`src/rtl/tx_arb_pkg.sv`:
```
// tx_arb_pkg: shared types and helpers for the transmit stream arbiter.
//   arb_state_t : arbiter FSM states (PAD/DROP only reachable when
//                 TX_ARB_LEN_ENFORCE_EN is defined)
//   rr_pick     : round-robin one-hot winner, searching upward from last+1
//   cnt_width   : payload word counter width for a given frame length
package tx_arb_pkg;

    typedef enum logic [1:0] {IDLE, FWD, PAD, DROP} arb_state_t;

    // Widest request vector rr_pick handles; callers zero-extend into it.
    localparam int MAX_SOURCES = 32;
    localparam int IDX_BITS    = $clog2(MAX_SOURCES);

    function automatic int cnt_width(input int words);
        return $clog2(words + 1);
    endfunction

    // First requester at or after last+1, modulo n. Zero when req is empty.
    function automatic logic [MAX_SOURCES-1:0] rr_pick(
        input logic [MAX_SOURCES-1:0] req,
        input int                     n,
        input int                     last
    );
        logic [MAX_SOURCES-1:0] win;
        int                     pos;
        win = '0;
        for (int k = 1; k <= MAX_SOURCES; k++) begin
            pos = last + k;
            if (pos >= n) pos = pos - n;
            if (k <= n && win == '0 && req[pos[IDX_BITS-1:0]])
                win[pos[IDX_BITS-1:0]] = 1'b1;
        end
        return win;
    endfunction

endpackage

```
`src/rtl/tx_stream_arbiter_rr.sv`:
```
// rr_arbiter: round-robin pointer and winner selection.
//   clk, rst    : clock, synchronous active-high reset
//   req         : per-source request (tvalid)
//   advance     : winner accepted this cycle; moves last_grant to it
//   grant_next  : one-hot winner for the current req (zero if no request)
module rr_arbiter
    import tx_arb_pkg::*;
#(
    parameter int NUM_SOURCES = 4
) (
    input  logic                   clk,
    input  logic                   rst,
    input  logic [NUM_SOURCES-1:0] req,
    input  logic                   advance,
    output logic [NUM_SOURCES-1:0] grant_next
);

    localparam int IDX_W = $clog2(NUM_SOURCES);

    logic [IDX_W-1:0]       last_grant;
    logic [IDX_W-1:0]       win_idx;
    logic [MAX_SOURCES-1:0] req_wide;
    logic [MAX_SOURCES-1:0] pick;
    logic                   unused_pick_hi;

    always_comb begin
        req_wide   = MAX_SOURCES'(req);
        pick       = rr_pick(req_wide, NUM_SOURCES, int'(last_grant));
        grant_next = pick[NUM_SOURCES-1:0];
        win_idx    = '0;
        for (int i = 0; i < NUM_SOURCES; i++)
            if (pick[i]) win_idx = IDX_W'(i);
    end

    // Bits above NUM_SOURCES are always zero.
    assign unused_pick_hi = |(pick >> NUM_SOURCES);

    // Starts at the top index so source 0 wins the first arbitration.
    always_ff @(posedge clk) begin
        if (rst)
            last_grant <= IDX_W'(NUM_SOURCES - 1);
        else if (advance)
            last_grant <= win_idx;
    end

endmodule

```
`src/rtl/tx_stream_arbiter.sv`:
```
// tx_stream_arbiter: packet-level round-robin merge of NUM_SOURCES
// AXI-Stream payload sources into the Ethernet framer payload stream.
// The grant is held for a whole packet so payloads never interleave.
//   clk, rst        : clock, synchronous active-high reset
//   s_axis_*        : source streams, source i at slice i*WORD_BYTES*8
//   m_axis_*        : merged stream to the framer
//   grant           : one-hot current owner, zero when idle
//   busy            : a packet transfer is in progress
// Optional macro TX_ARB_LEN_ENFORCE_EN: every output packet is exactly
// PACKET_PAYLOAD_WORDS words (short packets zero-padded, long ones
// truncated with the excess source words discarded).
module tx_stream_arbiter
    import tx_arb_pkg::*;
#(
    parameter int NUM_SOURCES          = 4,
    parameter int WORD_BYTES           = 1,
    parameter int PACKET_PAYLOAD_WORDS = 64
) (
    input  logic                              clk,
    input  logic                              rst,
    input  logic [NUM_SOURCES*WORD_BYTES*8-1:0] s_axis_tdata,
    input  logic [NUM_SOURCES-1:0]            s_axis_tvalid,
    input  logic [NUM_SOURCES-1:0]            s_axis_tlast,
    output logic [NUM_SOURCES-1:0]            s_axis_tready,
    output logic [WORD_BYTES*8-1:0]           m_axis_tdata,
    output logic                              m_axis_tvalid,
    output logic                              m_axis_tlast,
    input  logic                              m_axis_tready,
    output logic [NUM_SOURCES-1:0]            grant,
    output logic                              busy
);

    localparam int DW = WORD_BYTES * 8;

    arb_state_t             state, state_n;
    logic [NUM_SOURCES-1:0] grant_n;
    logic [NUM_SOURCES-1:0] grant_next;
    logic                   advance;
    logic [DW-1:0]          src_data;
    logic                   src_valid;
    logic                   src_last;

`ifdef TX_ARB_LEN_ENFORCE_EN
    localparam int CNT_W = cnt_width(PACKET_PAYLOAD_WORDS);
    logic [CNT_W-1:0] cnt, cnt_n;
    logic             last_word;
    // cnt holds words already sent, so this is true on word P.
    assign last_word = (cnt == CNT_W'(PACKET_PAYLOAD_WORDS - 1));
`else
    // Frame length only matters when enforcement is compiled in.
    localparam int UNUSED_PAYLOAD_WORDS = PACKET_PAYLOAD_WORDS;
`endif

    rr_arbiter #(.NUM_SOURCES(NUM_SOURCES)) u_rr (
        .clk        (clk),
        .rst        (rst),
        .req        (s_axis_tvalid),
        .advance    (advance),
        .grant_next (grant_next)
    );

    // Owner mux; grant is one-hot or zero, so an OR-reduce selects.
    always_comb begin
        src_data = '0;
        for (int i = 0; i < NUM_SOURCES; i++)
            if (grant[i]) src_data = s_axis_tdata[i*DW +: DW];
    end
    assign src_valid = |(s_axis_tvalid & grant);
    assign src_last  = |(s_axis_tlast & grant);

    assign busy = (state != IDLE);

    always_ff @(posedge clk) begin
        if (rst) begin
            state <= IDLE;
            grant <= '0;
`ifdef TX_ARB_LEN_ENFORCE_EN
            cnt   <= '0;
`endif
        end else begin
            state <= state_n;
            grant <= grant_n;
`ifdef TX_ARB_LEN_ENFORCE_EN
            cnt   <= cnt_n;
`endif
        end
    end

    always_comb begin
        state_n       = state;
        grant_n       = grant;
        advance       = 1'b0;
        m_axis_tdata  = '0;
        m_axis_tvalid = 1'b0;
        m_axis_tlast  = 1'b0;
        s_axis_tready = '0;
`ifdef TX_ARB_LEN_ENFORCE_EN
        cnt_n         = cnt;
`endif
        case (state)
            IDLE: begin
                if (|s_axis_tvalid) begin
                    advance = 1'b1;
                    grant_n = grant_next;
                    state_n = FWD;
`ifdef TX_ARB_LEN_ENFORCE_EN
                    cnt_n   = '0;
`endif
                end
            end
            FWD: begin
                m_axis_tdata  = src_data;
                m_axis_tvalid = src_valid;
                s_axis_tready = grant & {NUM_SOURCES{m_axis_tready}};
`ifdef TX_ARB_LEN_ENFORCE_EN
                // Output tlast is owned by the counter, not the source.
                m_axis_tlast = last_word;
                if (src_valid && m_axis_tready) begin
                    cnt_n = cnt + 1'b1;
                    if (last_word) begin
                        if (src_last) begin
                            state_n = IDLE;
                            grant_n = '0;
                        end else begin
                            state_n = DROP;
                        end
                    end else if (src_last) begin
                        state_n = PAD;
                    end
                end
`else
                m_axis_tlast = src_last;
                if (src_valid && m_axis_tready && src_last) begin
                    state_n = IDLE;
                    grant_n = '0;
                end
`endif
            end
`ifdef TX_ARB_LEN_ENFORCE_EN
            PAD: begin
                m_axis_tvalid = 1'b1;
                m_axis_tlast  = last_word;
                if (m_axis_tready) begin
                    cnt_n = cnt + 1'b1;
                    if (last_word) begin
                        state_n = IDLE;
                        grant_n = '0;
                    end
                end
            end
            DROP: begin
                // Swallow the remainder of an over-long packet.
                s_axis_tready = grant;
                if (src_valid && src_last) begin
                    state_n = IDLE;
                    grant_n = '0;
                end
            end
`endif
            default: begin
                state_n = IDLE;
                grant_n = '0;
            end
        endcase
    end

endmodule

```
`config.mk`:
```
export PLATFORM = sky130hd
export DESIGN_NAME = tx_stream_arbiter
export DESIGN_NICKNAME = d
export VERILOG_FILES = /design/src/rtl/tx_arb_pkg.sv /design/src/rtl/tx_stream_arbiter_rr.sv /design/src/rtl/tx_stream_arbiter.sv
export SDC_FILE = /design/constraint.sdc
export NUM_CORES = 1
export LEC_CHECK = 0
export CORE_UTILIZATION = 44
export CTS_BUF_LIST = sky130_fd_sc_hd__clkbuf_4
export DETAILED_ROUTE_END_ITERATION = 10
export GPL_TIMING_DRIVEN = 0
export PLACE_DENSITY_LB_ADDON = 0.1
export SYNTH_ARGS = -nofsm -noshare
export SYNTH_HDL_FRONTEND = slang
export SYNTH_SLANG_ARGS = --single-unit
```
`constraint.sdc`:
```
create_clock -name clk -period 5.85 [get_ports clk]
set_input_delay 1.17 -clock clk [delete_from_list [all_inputs] [get_ports clk]]
set_output_delay 1.17 -clock clk [all_outputs]
set_load 0.005 [all_outputs]
```
# Yosys cells after proc, flatten, opt, wreduce, memory -nomap -nowiden

Cells that the tools add are included.
W data, S select, Z words.

$add $sub $neg: 8
Shifts and indexed selects: 0
Reductions and logical operators: 18
Order comparisons: 12
Bitwise logic cells: 6
Muxes and demuxes: 43
Div/mod/pow operators: 0
Eq/ne operators: 3
$mul: 0

Operators with widths:

| cell                  | count |
|---|---|
| $ge A32 B4 Y1 const B | 4 |
| $logic_not A32 Y1     | 3 |
| $mux W32              | 3 |
| $or A32 B32 Y32       | 2 |
| $mux W8               | 5 |
| $lt A5 B6 Y1 const B  | 4 |
| $bmux W1 S5           | 4 |
| $demux W1 S5          | 4 |
| $ge A5 B1 Y1 const B  | 4 |
| $mux W5               | 4 |
| $sub A5 B4 Y5 const B | 4 |
| $mux W4               | 4 |
| $mux W1               | 13 |
| $and A4 B4 Y4         | 3 |
| $reduce_or A4 Y1      | 3 |
| $logic_and A1 B1 Y1   | 9 |
| $mux W2               | 4 |
| $pmux W4 S2           | 1 |
| $add A2 B2 Y3 const B | 2 |
| $add A2 B3 Y4 const B | 1 |
| $ne A2 B2 Y1 const B  | 2 |
| $or A4 B4 Y4          | 1 |
| $pmux W2 S2           | 1 |
| $add A2 B1 Y3 const B | 1 |
| other kinds (4)       | 4 |

Bits of input ports: 43
ROM bits: 0
Memories kept: 0
Bits in writable memories: 0
Bits in registers: 8
Word-level logic and storage cells: 93
Latch bits: 0
Output and inout bits: 19

# Logic depth before layout (Yosys ltp)

Depth after elaboration: 20
Depth in mapped cells: 11

# Modules after synthesis

Synthesis repeated with hierarchy kept, for this count alone.

Cells, all modules: 137
Area total of the unflattened synthesis: 1,137.3 sq um

Modules (own cells, without submodules):

| module            | seq. area each (sq um) | cells each | area an instance (sq um) | times used |
|---|---|---|---|---|
| tx_stream_arbiter | 100.1                  | 71         | 574.3                    | 1 |
| rr_arbiter        | 40.0                   | 66         | 563.0                    | 1 |

# Least setup slack after synthesis

Ideal clock, no wire load.

Path kind: input to register
From: in s_axis_tvalid[2]
To: reg grant[3]
Data arrival time: 2,801 ps
Stages: 8
Path slack: 2,924 ps
Buffers on the path: 0
Setup time: 126 ps
Cells stage by stage: mux4_2 > and3_4 > a31oi_4 > nand3_1 > o211a_1 > a31oi_1 > o21ai_1 > nor2b_4

Cells in the longest elaborated chain, start to end: 14
Elaborated cells on any way between the ends: 31

Ends and longest elaborated chain:

| element                       | RTL line                 | source |
|---|---|---|
| start: declaration            | tx_stream_arbiter.sv:22  | `input logic [NUM_SOURCES-1:0] s_axis_tvalid,` |
| $bmux W1 S5                   | tx_arb_pkg.sv:30         | `if (k <= n && win == '0 && req[pos[IDX_BITS-1:0]])` |
| $mux W1 (implied by the code) | tx_arb_pkg.sv:30         |  |
| $mux W32                      | tx_arb_pkg.sv:30         |  |
| $logic_not A32 Y1             | tx_arb_pkg.sv:30         |  |
| $logic_and A1 B1 Y1           | tx_arb_pkg.sv:30         |  |
| $mux W32                      | tx_arb_pkg.sv:30         |  |
| $logic_not A32 Y1             | tx_arb_pkg.sv:30         |  |
| $logic_and A1 B1 Y1           | tx_arb_pkg.sv:30         |  |
| $mux W32                      | tx_arb_pkg.sv:30         |  |
| $logic_not A32 Y1             | tx_arb_pkg.sv:30         |  |
| $logic_and A1 B1 Y1           | tx_arb_pkg.sv:30         |  |
| $mux W4                       | tx_arb_pkg.sv:30         |  |
| $mux W4                       | tx_stream_arbiter.sv:102 | `if (\|s_axis_tvalid) begin` |
| $pmux W4 S2                   | tx_stream_arbiter.sv:100 | `case (state)` |
| end signal: assignment        | tx_stream_arbiter.sv:82  | `grant <= grant_n;` |
| end: declaration              | tx_stream_arbiter.sv:29  | `output logic [NUM_SOURCES-1:0] grant,` |

Parallel ways exist; a longest one is shown, timed or not. The select of a mux whose other input is x is not followed.
A chain may end at the register's enable or synchronous reset.

# Worst setup path after layout

From: in s_axis_tdata[8]
To: out m_axis_tdata[0]

Cells in the longest elaborated chain, start to end: 4

Ends and longest elaborated chain:

| element              | RTL line                 | source |
|---|---|---|
| start: declaration   | tx_stream_arbiter.sv:21  | `input logic [NUM_SOURCES*WORD_BYTES*8-1:0] s_axis_tdata,` |
| $mux W8 (3 in a row) | tx_stream_arbiter.sv:66  | `if (grant[i]) src_data = s_axis_tdata[i*DW +: DW];` |
| $mux W8              | tx_stream_arbiter.sv:100 |  |
| end: declaration     | tx_stream_arbiter.sv:25  | `output logic [WORD_BYTES*8-1:0] m_axis_tdata,` |

No other way between the ends.

==> results list <==
* Final Hold Viols: 0
- Clock edge transition at the registers on the reported setup and hold paths: 0.05 ns
- The flow ran to the end, and the final reports show no timing, DRC or antenna violations.
- Before antenna repair, the detailed router went through 4 iterations.
* Number of maximum-capacitance violations: 0
- After synthesis, the most frequently instantiated cells are sky130_fd_sc_hd__nor2_1 (34), sky130_fd_sc_hd__a21oi_1 (22), sky130_fd_sc_hd__nand2_1 (13), sky130_fd_sc_hd__nand3_1 (13), sky130_fd_sc_hd__a22oi_1 (12).
* Number of antenna violations at the first check in global routing: 0
- Amount of wire on met2 after detailed routing: 2160 um
- Async S/R FF share, synth: 0%
- During synthesis, Yosys emitted a total of 0 warnings.
- The first global-routing pass estimated 6550 um of wire.
* Total CTS buffers: 3
- Die boundary height: 53.5 um
* Mux share of post-synthesis cell area: 6.53%
- Yosys top cell by area: sky130_fd_sc_hd__dfxtp_1
* Routed metal-1 wire length: 1780 um
- In the final routed layout, each cell accounts on average for 16.1 um.
- Final ANT Viol Nets: 0
- Yosys mapped a number of flops with a built-in enable equal to 0.
* Overall overflow remaining after global route: 0
- Signed area change from the synthesized netlist to the final layout: 57.2%
* Number of placement rows: 18
- For this run, the top clock speed supported by timing is 0.259 GHz.
- Leading post-synthesis cells by cell area: sky130_fd_sc_hd__dfxtp_1 (12%), sky130_fd_sc_hd__nor2_1 (11%), sky130_fd_sc_hd__a21oi_1 (9.4%), sky130_fd_sc_hd__ha_1 (8.6%), sky130_fd_sc_hd__a22oi_1 (7.7%)
- Among all flip-flop cells after synthesis, the most frequent one is sky130_fd_sc_hd__dfxtp_1.
* Path type of the worst setup path: primary input to output pin
- Synthesis inferred 7 register bits.
- PortBufs: 60
* Met3 routed WL: 339 um
- Xor and xnor fraction of the mapped netlist area: 0%
- Traced cell by cell, the critical path runs through clkdlybuf4s50_1 > a22oi_1 > nor2_1 > a21oi_1 > nor2_1 > a21oi_1 > nor2_1 > clkdlybuf4s50_1.
- After the flow finishes, the layout carries non-filler instances totaling 269.
* Crit-path max cell delay: 0.50 ns
- In the routed layout, each cell is associated on average with a via count of 5.98.
- The number of cells on the worst reg-to-reg path is 11.
* Fraction of the cycle the final worst path needs: 66.0%
* Worst Hold Depth: 2
- Number of buffers inserted to repair setup after CTS: 0
- The worst setup path is launched from a primary input.
- Fraction of layout instances using a drive strength above 1: 5.44%
- Global routing consumed, over all layers together, 31.5% of the routing resources.
* DRC violation count after routing: 0
* Post-placement cell count: 265
- Avg Inst Size Synth: 6.68 sq um
- Once the floorplan was initialized, standard cells occupied 46.7% of the core.
- The worst hold path belongs to the class flip-flop to flip-flop.
- Peak VDD IR: 0.000360 V
* Critical Path Sink Type: output pin
- Fraction of the yosys area taken by sequential cells: 12.0%
- CP Capture Point: m_axis_tdata[0]
* Nets@finish: 291
- Biggest fanout along the worst timing path: 1
- Summed over all failing endpoints, the final setup total negative slack is 0 ns.
* Total of endpoints with negative setup slack in the final report: 0
* Post-synth top area share: 12.0%
- Min Tclk post-route: 3.86 ns
- H-Tree Depth: 1
- The worst pin sits at a relative slew slack of 63.6%.
* DP HPWL: 3370 um
- I/O pin total: 62
- Fraction of the mapped netlist area in simple logic gates: 33.6%
- The number of antenna diodes in the final layout is 0.
* CP Launch Point: s_axis_tdata[8]
- Entering global routing, the biggest net connects 11 pins.
- STA puts the critical path data arrival time at 2.69 ns.
* Most frequent CP cell: sky130_fd_sc_hd__nor2_1
* Slowest stage cell on the critical path: sky130_fd_sc_hd__clkdlybuf4s50_1
- Standard cell core area: 2500 sq um
* Minimum setup slack in the final design: 1.99 ns
- Final worst clock skew: 0.00379 ns
- WL final: 4320 um
- RSZ-0062 raised after global routing: false
- Number of clock sinks seen by CTS: 7
- At the end of routability-driven placement, the weighted congestion stood at 0.962.
- Die span in x: 53.5 um
- Most used standard cell by instance count after synthesis: sky130_fd_sc_hd__nor2_1
- Syn nets: 226
* Post-synthesis share of cell area spent on full adders, half adders and majority gates: 8.57%
* Pwr per Cell Area: 406 nW/um^2
- Share of the synthesized area in compound gates (AO/OA/AOI/OAI): 33.4%
- Count of vias placed by the detailed router: 1608
- Hold repair after CTS inserted 0 buffers.
* Cell Area, Synth: 1170 sq um
- FF-to-FF End: grant[3]
- Worst r2r src: u_rr.last_grant[0]
* Pre-CTS WS: 2.00 ns
* Static Leak: 0.746 nW
- The via count of the first global-routing pass came to 1444.
- Worst-skew pair later-pin latency: 0.25 ns
* Total power of the final layout: 745 uW
- The setup check on the worst reg-to-reg path leaves a slack of 2.73 ns.
* Maximum buffer depth of the clock tree: 2
- The cell sitting at the root of the clock tree is a sky130_fd_sc_hd__clkbuf_4.
- Number of distinct library cells after synthesis: 45
* Clock tree from TritonCTS: built
* Number of instances in the synthesized netlist: 175
- The count of final max-slew check failures is 0.
* Core occupancy in the finished layout: 73.5%
- Pin slew with the least headroom to its limit: 0.541 ns
* Drt initial violations: 49
- Dominant combinational cell family by area after synthesis: simple AND/OR/NAND/NOR gates
* CTS-repair resized insts: 0
- Signal routing reaches up to met4.
- The floorplan step defined a die boundary enclosing 2870 sq um.
* Worst path required time: 4.68 ns
==> worst min-delay path by stage <==
stage / startpoint / endpoint / slack [ns]
after floorplan: grant[0] / grant[0] / 0.55
after global placement: grant[0] / grant[0] / 0.60
after detailed placement: grant[0] / grant[0] / 0.63
after CTS: grant[0] / grant[0] / 0.64
after global routing: grant[0] / grant[0] / 0.70
final: grant[0] / grant[0] / 0.67
==> cell families (layout without fill, tap and decap cells) <==
family          Yosys count  in the layout
simple gates             81             81
compound gates           57             57
buf+inv                  16             80
fa+ha+maj                 8              8
flops                     7              7
mux                       6              6
==> flip-flops by register name (all words and copies together) (netlist names) <==
signal / cells
grant: 4
u_rr.last_grant: 2
state: 1
==> per-layer routing <==
metal	track usage, %	vias up
li1	-	773
met1	40.2	749
met2	50.0	80
met3	5.93	6
met4	16.2	0
met5	0	-
==> placed cells by master, fill, tap and decap left out, drive strengths merged, types with 2 or more instances in the layout <==
master / instances
a21oi: 22
a22oi: 12
a31oi: 6
and3: 5
buf: 4
clkbuf: 11
clkdlybuf4s50: 60
dfxtp: 7
ha: 8
inv: 5
mux2: 3
mux2i: 2
nand2: 13
nand2b: 2
nand3: 13
nor2: 34
nor2b: 3
nor3: 4
o211ai: 2
o21ai: 3
o31ai: 2
==> critical path: cells and delay by family <==
family	cells	cell delay, ns
AOI/OAI and AO/OA	3	0.19
buffers and inverters	2	0.95
and+or+nand+nor	3	0.37
==> power by group <==
group	leakage [nW]	switching [mW]	internal (mW)	total (mW)
combinational	0.669	0.341	0.271	0.611
clock	0.0184	0.0183	0.0307	0.0490
sequential	0.0578	0.0212	0.0640	0.0852
==> metrics by stage <==
stage | hold WS, ns | instance area, sq um
after floorplan | 0.555 | 1170
after global placement | 0.597 | 1810
after detailed placement | 0.631 | 1810
after CTS | 0.637 | 1840
after global routing | 0.700 | 1840
final | 0.675 | 1840
==> final cells by class <==
cell class / count / area, sq um
multi-input combinational: 152 / 960
fill: 210 / 663
timing repair buffer: 60 / 601
sequential: 7 / 140
buffer: 11 / 50.0
tap: 30 / 37.5
clock buffer: 4 / 30.0
inverter: 5 / 18.8
Power figures use the tool's default switching activity.
